$ cat src/rtl/fsm_core_pkg.sv
// rtl/fsm_core_pkg.sv - state encodings and command codes for the run-control FSM
package fsm_core_pkg;

    typedef enum logic [1:0] {
        IDLE  = 2'b00,
        RUN   = 2'b01,
        STOP  = 2'b10,
        FAULT = 2'b11
    } state_t;

    localparam logic [1:0] CMD_HALT  = 2'b00;
    localparam logic [1:0] CMD_START = 2'b01;
    localparam logic [1:0] CMD_STOP  = 2'b10;
    localparam logic [1:0] CMD_FAULT = 2'b11;

endpackage

$ cat src/rtl/fsm_core.sv
// rtl/fsm_core.sv - IDLE/RUN/STOP run-control FSM with sticky FAULT and timed clear
module fsm_core
    import fsm_core_pkg::*;
#(
    parameter int FAULT_CLEAR_CYCLES = 2
) (
    input  logic       clk,
    input  logic       reset,
    input  logic [1:0] in_signal,
    output logic [1:0] out_signal
);

    localparam int CW = $clog2(FAULT_CLEAR_CYCLES + 1);
    localparam logic [CW-1:0] CLEAR_LAST = CW'(FAULT_CLEAR_CYCLES - 1);

    state_t        state;
    state_t        state_nxt;
    logic [CW-1:0] clr_cnt;
    logic [CW-1:0] clr_cnt_nxt;

    always_ff @(posedge clk or posedge reset) begin
        if (reset) begin
            state   <= IDLE;
            clr_cnt <= '0;
        end else begin
            state   <= state_nxt;
            clr_cnt <= clr_cnt_nxt;
        end
    end

    always_comb begin
        state_nxt   = state;
        clr_cnt_nxt = '0;
        case (state)
            IDLE: begin
                if (in_signal == CMD_FAULT)      state_nxt = FAULT;
                else if (in_signal == CMD_START) state_nxt = RUN;
            end
            RUN: begin
                if (in_signal == CMD_FAULT)     state_nxt = FAULT;
                else if (in_signal == CMD_STOP) state_nxt = STOP;
            end
            STOP: begin
                if (in_signal == CMD_FAULT)     state_nxt = FAULT;
                else if (in_signal == CMD_HALT) state_nxt = IDLE;
            end
            FAULT: begin
                // This edge's HALT is the Nth in a row when the count already holds N-1.
                if (in_signal == CMD_HALT) begin
                    if (clr_cnt >= CLEAR_LAST) begin
                        state_nxt   = IDLE;
                        clr_cnt_nxt = '0;
                    end else begin
                        clr_cnt_nxt = clr_cnt + CW'(1);
                    end
                end
            end
            default: state_nxt = IDLE;
        endcase
    end

    assign out_signal = state;

endmodule

$ cat config.mk
export PLATFORM = sky130hd
export DESIGN_NAME = fsm_core
export DESIGN_NICKNAME = d
export VERILOG_FILES = /design/src/rtl/fsm_core_pkg.sv /design/src/rtl/fsm_core.sv
export SDC_FILE = /design/constraint.sdc
export NUM_CORES = 1
export LEC_CHECK = 0
export ABC_AREA = 1
export ABC_CLOCK_PERIOD_IN_PS = 2880
export CAP_MARGIN = 20
export CORE_AREA = 5 5 42 44
export DETAILED_ROUTE_END_ITERATION = 7
export DIE_AREA = 0 0 47 49
export GPL_TIMING_DRIVEN = 1
export HOLD_SLACK_MARGIN = 0.12
export PLACE_DENSITY_LB_ADDON = 0.12
export SLEW_MARGIN = 15
export SYNTH_ARGS = -nofsm -noshare
export SYNTH_HDL_FRONTEND = slang
export SYNTH_SLANG_ARGS = --single-unit
$ cat constraint.sdc
create_clock -name clk -period 2.88 [get_ports clk]
set_input_delay 0.576 -clock clk [delete_from_list [all_inputs] [get_ports clk]]
set_output_delay 0.576 -clock clk [all_outputs]
set_load 0.02 [all_outputs]
======== Yosys cells after proc, flatten, opt, wreduce, memory -nomap -nowiden ========
Index checks and enable logic that the tools add are counted.
word-level totals
  flip-flop bits (word level) ............. 4
  input port bits ......................... 4
  logic and storage cells ................. 30
  output and inout bits ................... 2
cells by class
  mux-type cells .......................... 12
  add/subtract/negate cells ............... 1
  order comparisons ....................... 1
  reductions and logical operators ........ 3
  eq/ne operators ......................... 11
operators by type and width
  kind                   count
  $mux W2                11
  $ne A3 B3 Y1 const B   3
  $eq A2 B2 Y1 const B   4
  $pmux W2 S4            1
  $reduce_and A5 Y1      1
  $eq A2 B1 Y1 const B   2
  $logic_not A2 Y1       2
  $ne A2 B2 Y1 const B   2
  $add A2 B1 Y2 const B  1
  $ge A2 B1 Y1 const B   1

======== Logic depth before layout (Yosys ltp) ========
Gate-level depths: netlist (run 1).
  word-level depth ........................ 4
  depth in mapped cells ................... 9
  gate-level depth less buffers ........... 9

======== Least setup slack after synthesis (run 1) ========
No wires, ideal clock.
  path kind ............................... input to register
  from .................................... input in_signal[0]
  to ...................................... register state[0], in the netlist out_signal[0]
  required time ........................... 2.763 ns
  data arrival time ....................... 1.233 ns
  cell stages on the path ................. 8
  setup time .............................. 0.117 ns
  path buffers ............................ 0
  slack ................................... 1.530 ns
  cells stage by stage .................... inv_1 -> ha_1 -> nor2_1 -> nor2_1 -> nand2_1 -> nand2_1 -> nand2_1 -> nand2_1
on the way
  longest elaborated chain between the ends .. 3
  elaborated cells between the ends (all ways) .. 13
  those cells by class .................... eq/ne: 7; mux: 4; reduce/logical: 2
ends and longest elaborated chain
  item                                                               line                                            RTL
  from (decl)                                                        fsm_core.sv:9                                   input logic [1:0] in_signal,
  $eq A2 B2 Y1, or another cell as far along                         fsm_core.sv:36, fsm_core.sv:40, fsm_core.sv:44
  $ne A3 B3 Y1 (no line), or another cell as far along               --
  $reduce_and A5 Y1 (no line) / $pmux W2 S4 (equally long branches)  --
  to (signal assigned)                                               fsm_core.sv:26                                  state <= state_nxt;
  to (decl)                                                          fsm_core.sv:16                                  state_t state;
Parallel ways exist; a longest one is shown, timed or not.
A chain may end at the register's enable or synchronous reset.

======== Final worst setup path (run 1) ========
  from .................................... register state[0], in the netlist out_signal[0]
  to ...................................... output out_signal[0]
RTL lines
  item       line            RTL
  to (decl)  fsm_core.sv:10  output logic [1:0] out_signal
No word-level cell between the ends.

==> impl_metrics.tcl, run 1 <==
set metrics [dict create \
    synthesis.area_sq_um 312.8 \
    cts_sinks 4 \
    hpwl_microns 433.1 \
    grt_max_degree 10 \
    ys_seq_area_share_pct 32.00 \
    irDropWorstVdd_mv 0.1999 \
    synthAdderAreaFrac_pct 20.00 \
    ys.warnings.count 0 \
    num_vias 254 \
    worst_slack_ns 0.9142 \
    clock.fmax_mhz 508.7 \
    antenna_found_initial 0 \
    drc 0 \
    ant_nets 0 \
    period_minus_slack_ns 1.966 \
    nets 60 \
    cts_inserted_buffers 3 \
    fin_crit_sh_pct 68.26 \
    finalPower_uw 314.9 \
    clk_pin_slew_ns 0.04 \
    ctsResizeCount 0 \
    cp-start-kind "flip-flop" \
    clock_path_buffers 2 \
    antenna_cells 0 \
    floorplan.die_area_sq_um 2303 \
    hold_buffers 0 \
    endpoint_kind "output pin" \
    ys_seq_elements 4 \
    wirelength_microns 517 \
    n_fill_cell 158 \
    synth_top_family_by_area "simple AND/OR/NAND/NOR gates" \
    die_w_microns 47 \
    viasPerCell 3.908 \
    synthSimpleGateAreaFrac_pct 28.40 \
    initial_utilization_pct 22.32 \
    io_pins 6 \
    fin_tns_setup_ns 0 \
    cts_max_level 1 \
    slew_viol_final 0 \
    netlist_instances 42 \
    synth.area.mux_share_pct 0 \
    path_class "flip-flop to output pin" \
    routabilityCongestion 0.6441 \
    crit_chain "clkdlybuf4s50_1" \
    synth.avg_cell_area_sq_um 7.448 \
    hold_viol_final 0 \
    synth-compound-area-share_pct 4.000 \
    clock_skew_ns 0.002637 \
    place_ws_ns 0.8901 \
    cap_violations 0 \
    rsz0062_at_grt "no" \
    tightest_slew_ns 0.2910 \
    max_stage_delay_ns 0.66 \
    grt_pass1_wl_microns 910 \
    synth_xor_xnor_area_share_pct 0 \
    wl_per_cell_microns 7.954 \
    grt_usage_pct 5.791 \
    min_path_type "input port to async pin" \
    syn_to_final_growth_pct 26.00 \
    die_h_microns 49 \
    port_buffers 5 \
    outcome "completed" \
    core-area_sq_um 1401 \
    cp.arrival_ns 1.39 \
    slew_headroom_pct 80.60 \
    dpl_cell_area_sq_um 371.6 \
    dr.pass1.iters 2 \
    cts_tree "yes" \
    finalSetupViolations 0 \
    synth.distinct_cells 13 \
    crit_required_ns 2.30 \
    crit_buf_inv 1 \
    p_per_area_nw_per_um2 798.9 \
    worstPathMaxFanout 9 \
    critPathTopFamily "buffers and inverters" \
    synth_fp_nets 51 \
    worstSkewPairLatency_ns 0.23 \
    final_cell_area_sq_um 394.1 \
    cpMaxStageDelayCell "clkdlybuf4s50_1" \
    cts_root_buf "clkbuf_4" \
    dr.first_iter.drc_count 2 \
    rows 14 \
    postCtsSetupBuffers 0 \
    grt_pass1_vias 253 \
    gr-total-overflow 0 \
    p_leak_uw 0.0002119 \
    drive_above_1_share_pct 12.24 \
]
[cell usage after synthesis]
| library cell | count | area share [%] |
|---|---|---|
| nor2_1 | 3 | 3.6 |
| buf_6 | 1 | 3.6 |
| nand2_2 | 1 | 2.0 |
| nand2_1 | 10 | 12 |
| nor2_2 | 1 | 2.0 |
| inv_2 | 1 | 1.2 |
| o21a_1 | 1 | 2.4 |
| inv_1 | 9 | 11 |
| o21ai_0 | 1 | 1.6 |
| ha_1 | 5 | 20 |
| nor3b_1 | 1 | 2.4 |
| dfrtp_1 | 4 | 32 |
| nand3_1 | 4 | 6.4 |
[power breakdown]
part,switching (uW),internal [uW]
logic,82.4,66.1
clock network,21.1,46.5
registers,26.2,72.7
[cells in the final DEF (no fill, tap or decap), types with 3 or more instances in the layout]
master            n
ha_1              5
nand3_1           4
nor2_1            3
dfrtp_1           4
clkdlybuf4s50_1   5
inv_1             9
clkbuf_4          3
nand2_1          10
[worst paths after layout]
| kind | startpoint | endpoint | slack [ns] | cells past startpoint |
|---|---|---|---|---|
| min in group clk | out_signal[1] | clr_cnt[0] | 0.62 | 2 |
| worst min register to register | out_signal[1] | clr_cnt[0] | 0.62 | 2 |
| worst min-delay path | reset | clr_cnt[0] | 0.53 | 2 |
| worst max register to register | clr_cnt[0] | out_signal[0] | 1.79 | 8 |
| max in group asynchronous | reset | out_signal[0] | 2.20 | 2 |
| worst max-delay path | out_signal[0] | out_signal[0] | 0.91 | 1 |
[layer usage]
| layer | track usage (%) | share of wire, % |
|---|---|---|
| met1 | 6.652 | 44 |
| met2 | 7.692 | 46 |
| met3 | 0 | 6.6 |
| met4 | 8.295 | 3.7 |
| met5 | 0 | 0 |
[sequential cells by signal, summed over array words and instances, names as in the netlist]
register,cells
clr_cnt,2
out_signal,2
[logic make-up after synthesis]
| family | Yosys count |
|---|---|
| DFF | 4 |
| AOI/OAI and AO/OA | 2 |
| buffers and inverters | 11 |
| adders and majority gates | 5 |
| and+or+nand+nor | 20 |
[area by class of cell]
cell class | instances | area, sq um | share of cell area, %
clock buffers | 3 | 22.52 | 5.714
inverters | 10 | 37.54 | 9.524
multi-input cells | 27 | 163.9 | 41.59
flip-flops and latches | 4 | 100.1 | 25.40
well taps | 16 | 20.02 | 5.079
repair buffers | 5 | 50.05 | 12.70
[metrics by stage]
step / util (%) / hold WS (ns) / cells
6_report: 28.13 / 0.5267 / 65
3_5_place_dp: 26.52 / 0.6222 / 62
5_1_grt: 28.13 / 0.5574 / 65
3_3_place_gp: 26.52 / 0.6239 / 62
2_1_floorplan: - / 0.3421 / 42
4_1_cts: 28.13 / 0.5279 / 65
(Power assumes the default switching activity.)
==> run 2: changes to the inputs <==
--- a/config.mk
+++ b/config.mk
@@ -6,7 +6,7 @@
 export NUM_CORES = 1
 export LEC_CHECK = 0
 export ABC_AREA = 1
-export ABC_CLOCK_PERIOD_IN_PS = 2880
+export ABC_CLOCK_PERIOD_IN_PS = 2050
 export CAP_MARGIN = 20
 export CORE_AREA = 5 5 42 44
 export DETAILED_ROUTE_END_ITERATION = 7
==> constraint.sdc (replaced) <==
create_clock -name clk -period 2.05 [get_ports clk]
set_input_delay 0.41 -clock clk [delete_from_list [all_inputs] [get_ports clk]]
set_output_delay 0.41 -clock clk [all_outputs]
set_load 0.02 [all_outputs]
==> run 2 against run 1 <==
Via count down 2.4%. Global-route usage up 0.49 points. Sequential power up 40%. Cell area unchanged. Sequential cell count unchanged. Critical path type unchanged. Critical endpoint unchanged. Highest routed layer unchanged.
==> impl_metrics.tcl, run 2 (synthesized netlist as in run 1, its figures left out) <==
set metrics [dict create \
    outcome "completed" \
    crit_chain "clkdlybuf4s50_1" \
    clk_pin_slew_ns 0.04 \
    max_stage_delay_ns 0.66 \
    cts_max_level 1 \
    grt_pass1_wl_microns 903 \
    ant_nets 0 \
    port_buffers 5 \
    hpwl_microns 442.6 \
    dpl_cell_area_sq_um 371.6 \
    syn_to_final_growth_pct 26.00 \
    irDropWorstVdd_mv 0.2220 \
    slew_headroom_pct 80.80 \
    floorplan.die_area_sq_um 2303 \
    fin_crit_sh_pct 87.83 \
    cp-start-kind "flip-flop" \
    mostFrequentLayoutCells "nand2_1 (10), inv_1 (9), ha_1 (5), clkdlybuf4s50_1 (5)" \
    crit_required_ns 1.64 \
    hold_viol_final 0 \
    clock.fmax_mhz 555.4 \
    slew_viol_final 0 \
    grt_pass1_vias 223 \
    p_per_area_nw_per_um2 1120 \
    wirelength_microns 521 \
    fin_util_pct 28.13 \
    dr.first_iter.drc_count 3 \
    worstPathMaxFanout 9 \
    rows 14 \
    mostFrequentLayoutCell "nand2_1" \
    cp.arrival_ns 1.39 \
    path_depth 1 \
    path_class "flip-flop to output pin" \
    finalPower_uw 441.6 \
    clock_skew_ns 0.002775 \
    num_vias 248 \
    r2r-end "out_signal[0]" \
    routabilityCongestion 0.6577 \
    cts_tree "yes" \
    startpoint "out_signal[0]" \
    grt_max_degree 10 \
    cts_sinks 4 \
    worstSkewPairLatency_ns 0.24 \
    rr_worst_depth 8 \
    cap_violations 0 \
    min_path_type "input port to async pin" \
    ctsResizeCount 0 \
    antenna_found_initial 0 \
    period_minus_slack_ns 1.801 \
    drive_above_1_share_pct 12.24 \
    cpMaxStageDelayCell "clkdlybuf4s50_1" \
    rrSetupSlack_ns 0.98 \
    hold_buffers 0 \
    critPathTopFamily "buffers and inverters" \
    die_h_microns 49 \
    rsz0062_at_grt "no" \
    crit_buf_inv 1 \
    tightest_slew_ns 0.2880 \
    initial_utilization_pct 22.32 \
    dr.pass1.iters 2 \
    grt_usage_pct 6.276 \
    final_cell_area_sq_um 394.1 \
    postCtsSetupBuffers 0 \
    cts_inserted_buffers 3 \
    clock_path_buffers 2 \
    timing.rr.start "clr_cnt[0]" \
    p_leak_uw 0.0002119 \
    viasPerCell 3.815 \
    io_pins 6 \
    die_w_microns 47 \
    nets 60 \
    fin_tns_setup_ns 0 \
    wl_per_cell_microns 8.015 \
    drc 0 \
    finalSetupViolations 0 \
    cts_root_buf "clkbuf_4" \
    antenna_cells 0 \
    endpoint_kind "output pin" \
    crit_path_end "out_signal[0]" \
    holdWs_ns 0.3584 \
    n_fill_cell 164 \
    gr-total-overflow 0 \
    core-area_sq_um 1401 \
]
run 2: layout make-up:
class | instances | area (sq um) | share of cell area [%]
clock buffers | 3 | 22.52 | 5.714
inverters | 10 | 37.54 | 9.524
multi-input cells | 27 | 163.9 | 41.59
flip-flops and latches | 4 | 100.1 | 25.40
well taps | 16 | 20.02 | 5.079
repair buffers | 5 | 50.05 | 12.70
run 2: stage by stage:
stage,setup slack (ns),std cells
floorplan,0.8664,42
global placement,0.2153,62
detailed placement,0.2297,62
CTS,0.2275,65
global route,0.1875,65
finish,0.2495,65
run 2: how the worst min path moves through the flow:
stage / cells past startpoint / startpoint / to / slack [ns]
detailed placement: 2 / reset / out_signal[1] / 0.61
floorplan: 1 / reset / clr_cnt[0] / 0.18
CTS: 2 / reset / clr_cnt[0] / 0.36
global placement: 2 / reset / out_signal[1] / 0.61
global route: 2 / reset / out_signal[0] / 0.37
finish: 2 / reset / clr_cnt[0] / 0.36
run 2: report_power, final:
group | leakage [uW] | switching, uW | total, uW | internal, uW
Clock | 0.0000138 | 31.7 | 97.1 | 65.4
Combinational | 0.000146 | 113 | 206 | 92.6
Sequential | 0.0000523 | 36.4 | 138 | 102
run 2: layer usage:
metal	up-vias	GRT usage (%)	share of wire [%]
li1	138	-	-
met1	95	6.402	41
met2	10	7.466	42
met3	5	1.107	7.1
met4	0	11.06	9.2
met5	-	0	0
==> variant 1, RTL diff (settings of run 2) <==
Add an input register stage for `in_signal`; this delays it by one clock.
--- a/src/rtl/fsm_core.sv
+++ b/src/rtl/fsm_core.sv
@@ -12,6 +12,12 @@
 
     localparam int CW = $clog2(FAULT_CLEAR_CYCLES + 1);
     localparam logic [CW-1:0] CLEAR_LAST = CW'(FAULT_CLEAR_CYCLES - 1);
+
+    logic [1:0] in_signal_q;
+
+    always_ff @(posedge clk) begin
+        in_signal_q <= in_signal;
+    end
 
     state_t        state;
     state_t        state_nxt;
@@ -33,20 +39,20 @@
         clr_cnt_nxt = '0;
         case (state)
             IDLE: begin
-                if (in_signal == CMD_FAULT)      state_nxt = FAULT;
-                else if (in_signal == CMD_START) state_nxt = RUN;
+                if (in_signal_q == CMD_FAULT)      state_nxt = FAULT;
+                else if (in_signal_q == CMD_START) state_nxt = RUN;
             end
             RUN: begin
-                if (in_signal == CMD_FAULT)     state_nxt = FAULT;
-                else if (in_signal == CMD_STOP) state_nxt = STOP;
+                if (in_signal_q == CMD_FAULT)     state_nxt = FAULT;
+                else if (in_signal_q == CMD_STOP) state_nxt = STOP;
             end
             STOP: begin
-                if (in_signal == CMD_FAULT)     state_nxt = FAULT;
-                else if (in_signal == CMD_HALT) state_nxt = IDLE;
+                if (in_signal_q == CMD_FAULT)     state_nxt = FAULT;
+                else if (in_signal_q == CMD_HALT) state_nxt = IDLE;
             end
             FAULT: begin
                 // This edge's HALT is the Nth in a row when the count already holds N-1.
-                if (in_signal == CMD_HALT) begin
+                if (in_signal_q == CMD_HALT) begin
                     if (clr_cnt >= CLEAR_LAST) begin
                         state_nxt   = IDLE;
                         clr_cnt_nxt = '0;
Function: changed (Yosys sat finds a counterexample within 4 cycles, from zero or initial values and one cycle with reset high).
==> variant 1 against run 2 <==
  * Setup slack barely moved
  * Synthesized cell count grew 4.8%
  * Sequential cell count rose by 2
  * Wire length rose by 10%
  * Fmax about the same
  * Highest routed layer unchanged
  * Total power grew 15%
  * Final area grew 11%
  * Register-to-register slack got worse by 0.15 ns
  * Largest cell class unchanged
  * Synthesized area increased by 13%
==> variant 1: results (changes against run 2) <==
Global routing
  – Antenna violations before repair: 0 (unchanged)
  – Pin count of the biggest net entering global routing: 10 (unchanged)
  – Tot GR Track Use: 6.35% (+0.075 points)
  – First-pass GRT wire length: 1010 um (+12%)
  – Met3 usage: 3.69% (+2.6 points)
  – Met2 Use GR: 7.69% (+0.23 points)
  – Via count of the first global-routing pass: 251 (+13%)
  – Grt met1 use: 8.19% (+1.8 points)

Cells and area
  – Layout Cells excl Fill: 68 (+4.6%)
  – Share of cells above drive strength 1: 11.5% (-0.71 points)
  – Post-layout net count: 62 (+3.3%)
  – Fillcell total: 166 (+1.2%)
  – # diodes: 0 (unchanged)

Run status
  – Status: finished clean

Synthesis
  – Post-synthesis compound-gate area fraction: 3.55% (-0.45 points)
  – Yosys cell types: 14 (+1)
  – Top cells by area, synth: dfrtp_1 28%, ha_1 18%, dfxtp_1 11%, nand2_1 11%, inv_1 9.6%
  – Synth Net Count: 53 (+3.9%)
  – Post-Synth Adder-Cell Area: 17.7% (-2.3 points)
  – Synth Area per Inst: 8.02 um2 (+7.7%)
  – Sequential area share after synthesis: 39.7% (+7.7 points)
  – Asr flop ratio synth: 66.7% (-33 points)

CTS
  – CTS clk-pin slew, worst paths: 0.05 ns
  – Setup Fix Bufs, Post-CTS: 0 (unchanged)
  – Post-CTS resize count: 0 (unchanged)

Placed design
  – Port Buffers: 5 (unchanged)
  – Placed cell areas: 412 um2 (+11%)
  – Place WS: 0.503 ns (+0.273 ns)
  – RePlAce Congestion: 0.763 (+16%)
  – Placed cells: 64 (+3.2%)
  – DP HPWL: 474 um (+7.0%)

Detailed routing
  – DRT iter0 DRCs: 1 (-2)
  – Met2 Wirelength: 242 um (+10%)
  – Final wirelength: 574 um (+10%)
  – DRT met1 WL: 279 um (+30%)
  – Met3 routed WL: 47 um (+27%)
  – Vias/cell: 3.74 (-2.1%)

Pwr
  – Peak supply drop: 0.000388 V (+75%)
  – P_leak: 0.230 nW (+8.5%)

STA
  – Tightest Pin Transition: 0.264 ns (-0.0240 ns)
  – Clk_skew: 0.00932 ns (+0.00655 ns)
## variant 1: cell type report
type,count,area [um2],share of cell area [%]
flip-flops and latches,6,140,32.0
well taps,16,20.0,4.57
inverters,10,37.5,8.57
multi-input cells,27,164,37.4
repair buffers,5,50.0,11.4
clock buffers,4,26.3,6.00
## variant 1: final timing paths
| kind | from | endpoint | slack, ns | cells after the start |
|---|---|---|---|---|
| setup / recovery | out_signal[0] | out_signal[0] | 0.25 | 1 |
| hold / removal | reset | out_signal[1] | 0.34 | 2 |
| setup reg to reg | in_signal_q[0] | out_signal[0] | 0.83 | 8 |
| hold reg to reg | out_signal[1] | clr_cnt[0] | 0.64 | 2 |
| max in group asynchronous | reset | clr_cnt[1] | 1.55 | 2 |
| min in group clk | in_signal[1] | in_signal_q[1] | 0.61 | 1 |
## variant 1: power by group
group	leakage [nW]	switching (mW)	internal, mW	total (mW)
clock network	0.0150	0.0446	0.0738	0.118
logic	0.146	0.119	0.0928	0.212
registers	0.0691	0.0350	0.143	0.178
==> variant 2, RTL diff (settings of run 2) <==
Made on the original files. `FAULT_CLEAR_CYCLES`: 2 -> 4.
--- a/src/rtl/fsm_core.sv
+++ b/src/rtl/fsm_core.sv
@@ -2,7 +2,7 @@
 module fsm_core
     import fsm_core_pkg::*;
 #(
-    parameter int FAULT_CLEAR_CYCLES = 2
+    parameter int FAULT_CLEAR_CYCLES = 4
 ) (
     input  logic       clk,
     input  logic       reset,
Check against the original RTL: not equivalent (a bounded check fails within 4 cycles, from zero or initial values and one cycle with reset high).
==> variant 2 against run 2 <==
  * Sequential cell count increased by 1
  * Clock skew decreased by 0.0022 ns
  * Wire length increased by 7.5%
  * Synthesized area increased by 20%
  * Setup slack got worse by 0.024 ns
  * Total power increased by 10%
  * Hold slack improved by 0.0097 ns
  * Critical path depth unchanged
  * First-iteration DRC count decreased by 33%
  * Fmax decreased by 1.3%
  * Final area increased by 17%
  * Critical path type unchanged
  * Largest cell class unchanged
  * Highest routed layer unchanged
==> variant 2: results (changes against run 2) <==
Run status
  – Status: finished clean

Detailed routing
  – WL/cell: 7.67 um (-4.3%)
  – DRT iter0 DRCs: 2 (-1)
  – 1st-pass router iterations: 3 (+1)
  – Vias/cell: 4.21 (+10%)

Pwr
  – Sw power: 196 uW (+8.1%)
  – Peak supply drop: 0.000367 V (+65%)
  – P_leak: 0.248 nW (+17%)

Cells and area
  – Fillcell total: 159 (-3.0%)
  – Share of cells above drive strength 1: 15.8% (+3.5 points)
  – Post-layout net count: 68 (+13%)
  – Most flop-heavy register: clr_cnt
  – Layout Cells excl Fill: 73 (+12%)

Synthesis
  – Top cells by area, synth: dfrtp_1 33%, ha_1 20%, nand2_1 13%, inv_1 8.0%, nand2_2 5.0%
  – Sequential area share after synthesis: 33.3% (+1.3 points)
  – Synth cell count leaders: 13 x nand2_1, 8 x inv_1, 6 x ha_1
  – Synth Net Count: 59 (+16%)
  – Synth Area per Inst: 7.66 um2 (+2.9%)
  – Ys flop type: dfrtp_1

Placed design
  – Placed cells: 69 (+11%)
  – RePlAce Congestion: 0.646 (-1.7%)
  – Placed cell areas: 434 um2 (+17%)
  – DP HPWL: 487 um (+10%)

Critical path
  – Worst EP arrival: 1.41 ns (+0.02 ns)
  – Critical path fanouts, max: 10 (+1)
  – FF-to-FF setup slack: 0.70 ns (-0.28 ns)

Global routing
  – Pin count of the biggest net entering global routing: 11 (+1)
  – Met3 usage: 3.32% (+2.2 points)
  – Grt met1 use: 7.74% (+1.3 points)
  – Met2 Use GR: 9.95% (+2.5 points)
  – Tot GR Track Use: 7.48% (+1.2 points)

STA
  – Clk_skew: 0.000609 ns (-0.00217 ns)
  – Worst setup margin: 0.225 ns (-0.0244 ns)
  – Worst hold margin: 0.368 ns (+0.00970 ns)
  – Relative slew margins: 79.4% (-1.4 points)
  – Final hold vios: 0 (unchanged)
-- variant 2: worst min-delay path by stage --
stage               cells past startpoint            end  startpoint
global placement                        1     clr_cnt[0]  clr_cnt[0]
CTS                                     2  out_signal[0]       reset
global route                            2  out_signal[0]       reset
finish                                  2     clr_cnt[1]       reset
detailed placement                      1     clr_cnt[0]  clr_cnt[0]
floorplan                               1     clr_cnt[0]       reset
-- variant 2: logic make-up after synthesis --
logic type	synth area share [%]
simple gates	32.0
buf+inv	12.0
fa+ha+maj	20.0
flops	33.3
compound gates	2.67
-- variant 2: cell type report --
| cell class | instances | area [um2] | share of cell area [%] |
|---|---|---|---|
| sequential | 5 | 125 | 27.2 |
| timing repair buffer | 5 | 50.0 | 10.9 |
| inverter | 9 | 33.8 | 7.34 |
| multi-input combinational | 34 | 205 | 44.6 |
| clock buffer | 4 | 26.3 | 5.71 |
| tap | 16 | 20.0 | 4.35 |
-- variant 2: power by group through the flow --
stage | clock, mW | combinational (mW) | sequential (mW)
3_3_place_gp | 0 | 0.209 | 0.173
6_report | 0.110 | 0.205 | 0.171
2_1_floorplan | 0 | 0.159 | 0.171
5_1_grt | 0.128 | 0.239 | 0.184
3_5_place_dp | 0 | 0.209 | 0.174
4_1_cts | 0.119 | 0.210 | 0.173
-- variant 2: metal layers --
layer	vias to the layer above	routed length [um]
li1	165	-
met1	135	237
met2	5	295
met3	2	14
met4	0	13
met5	-	0
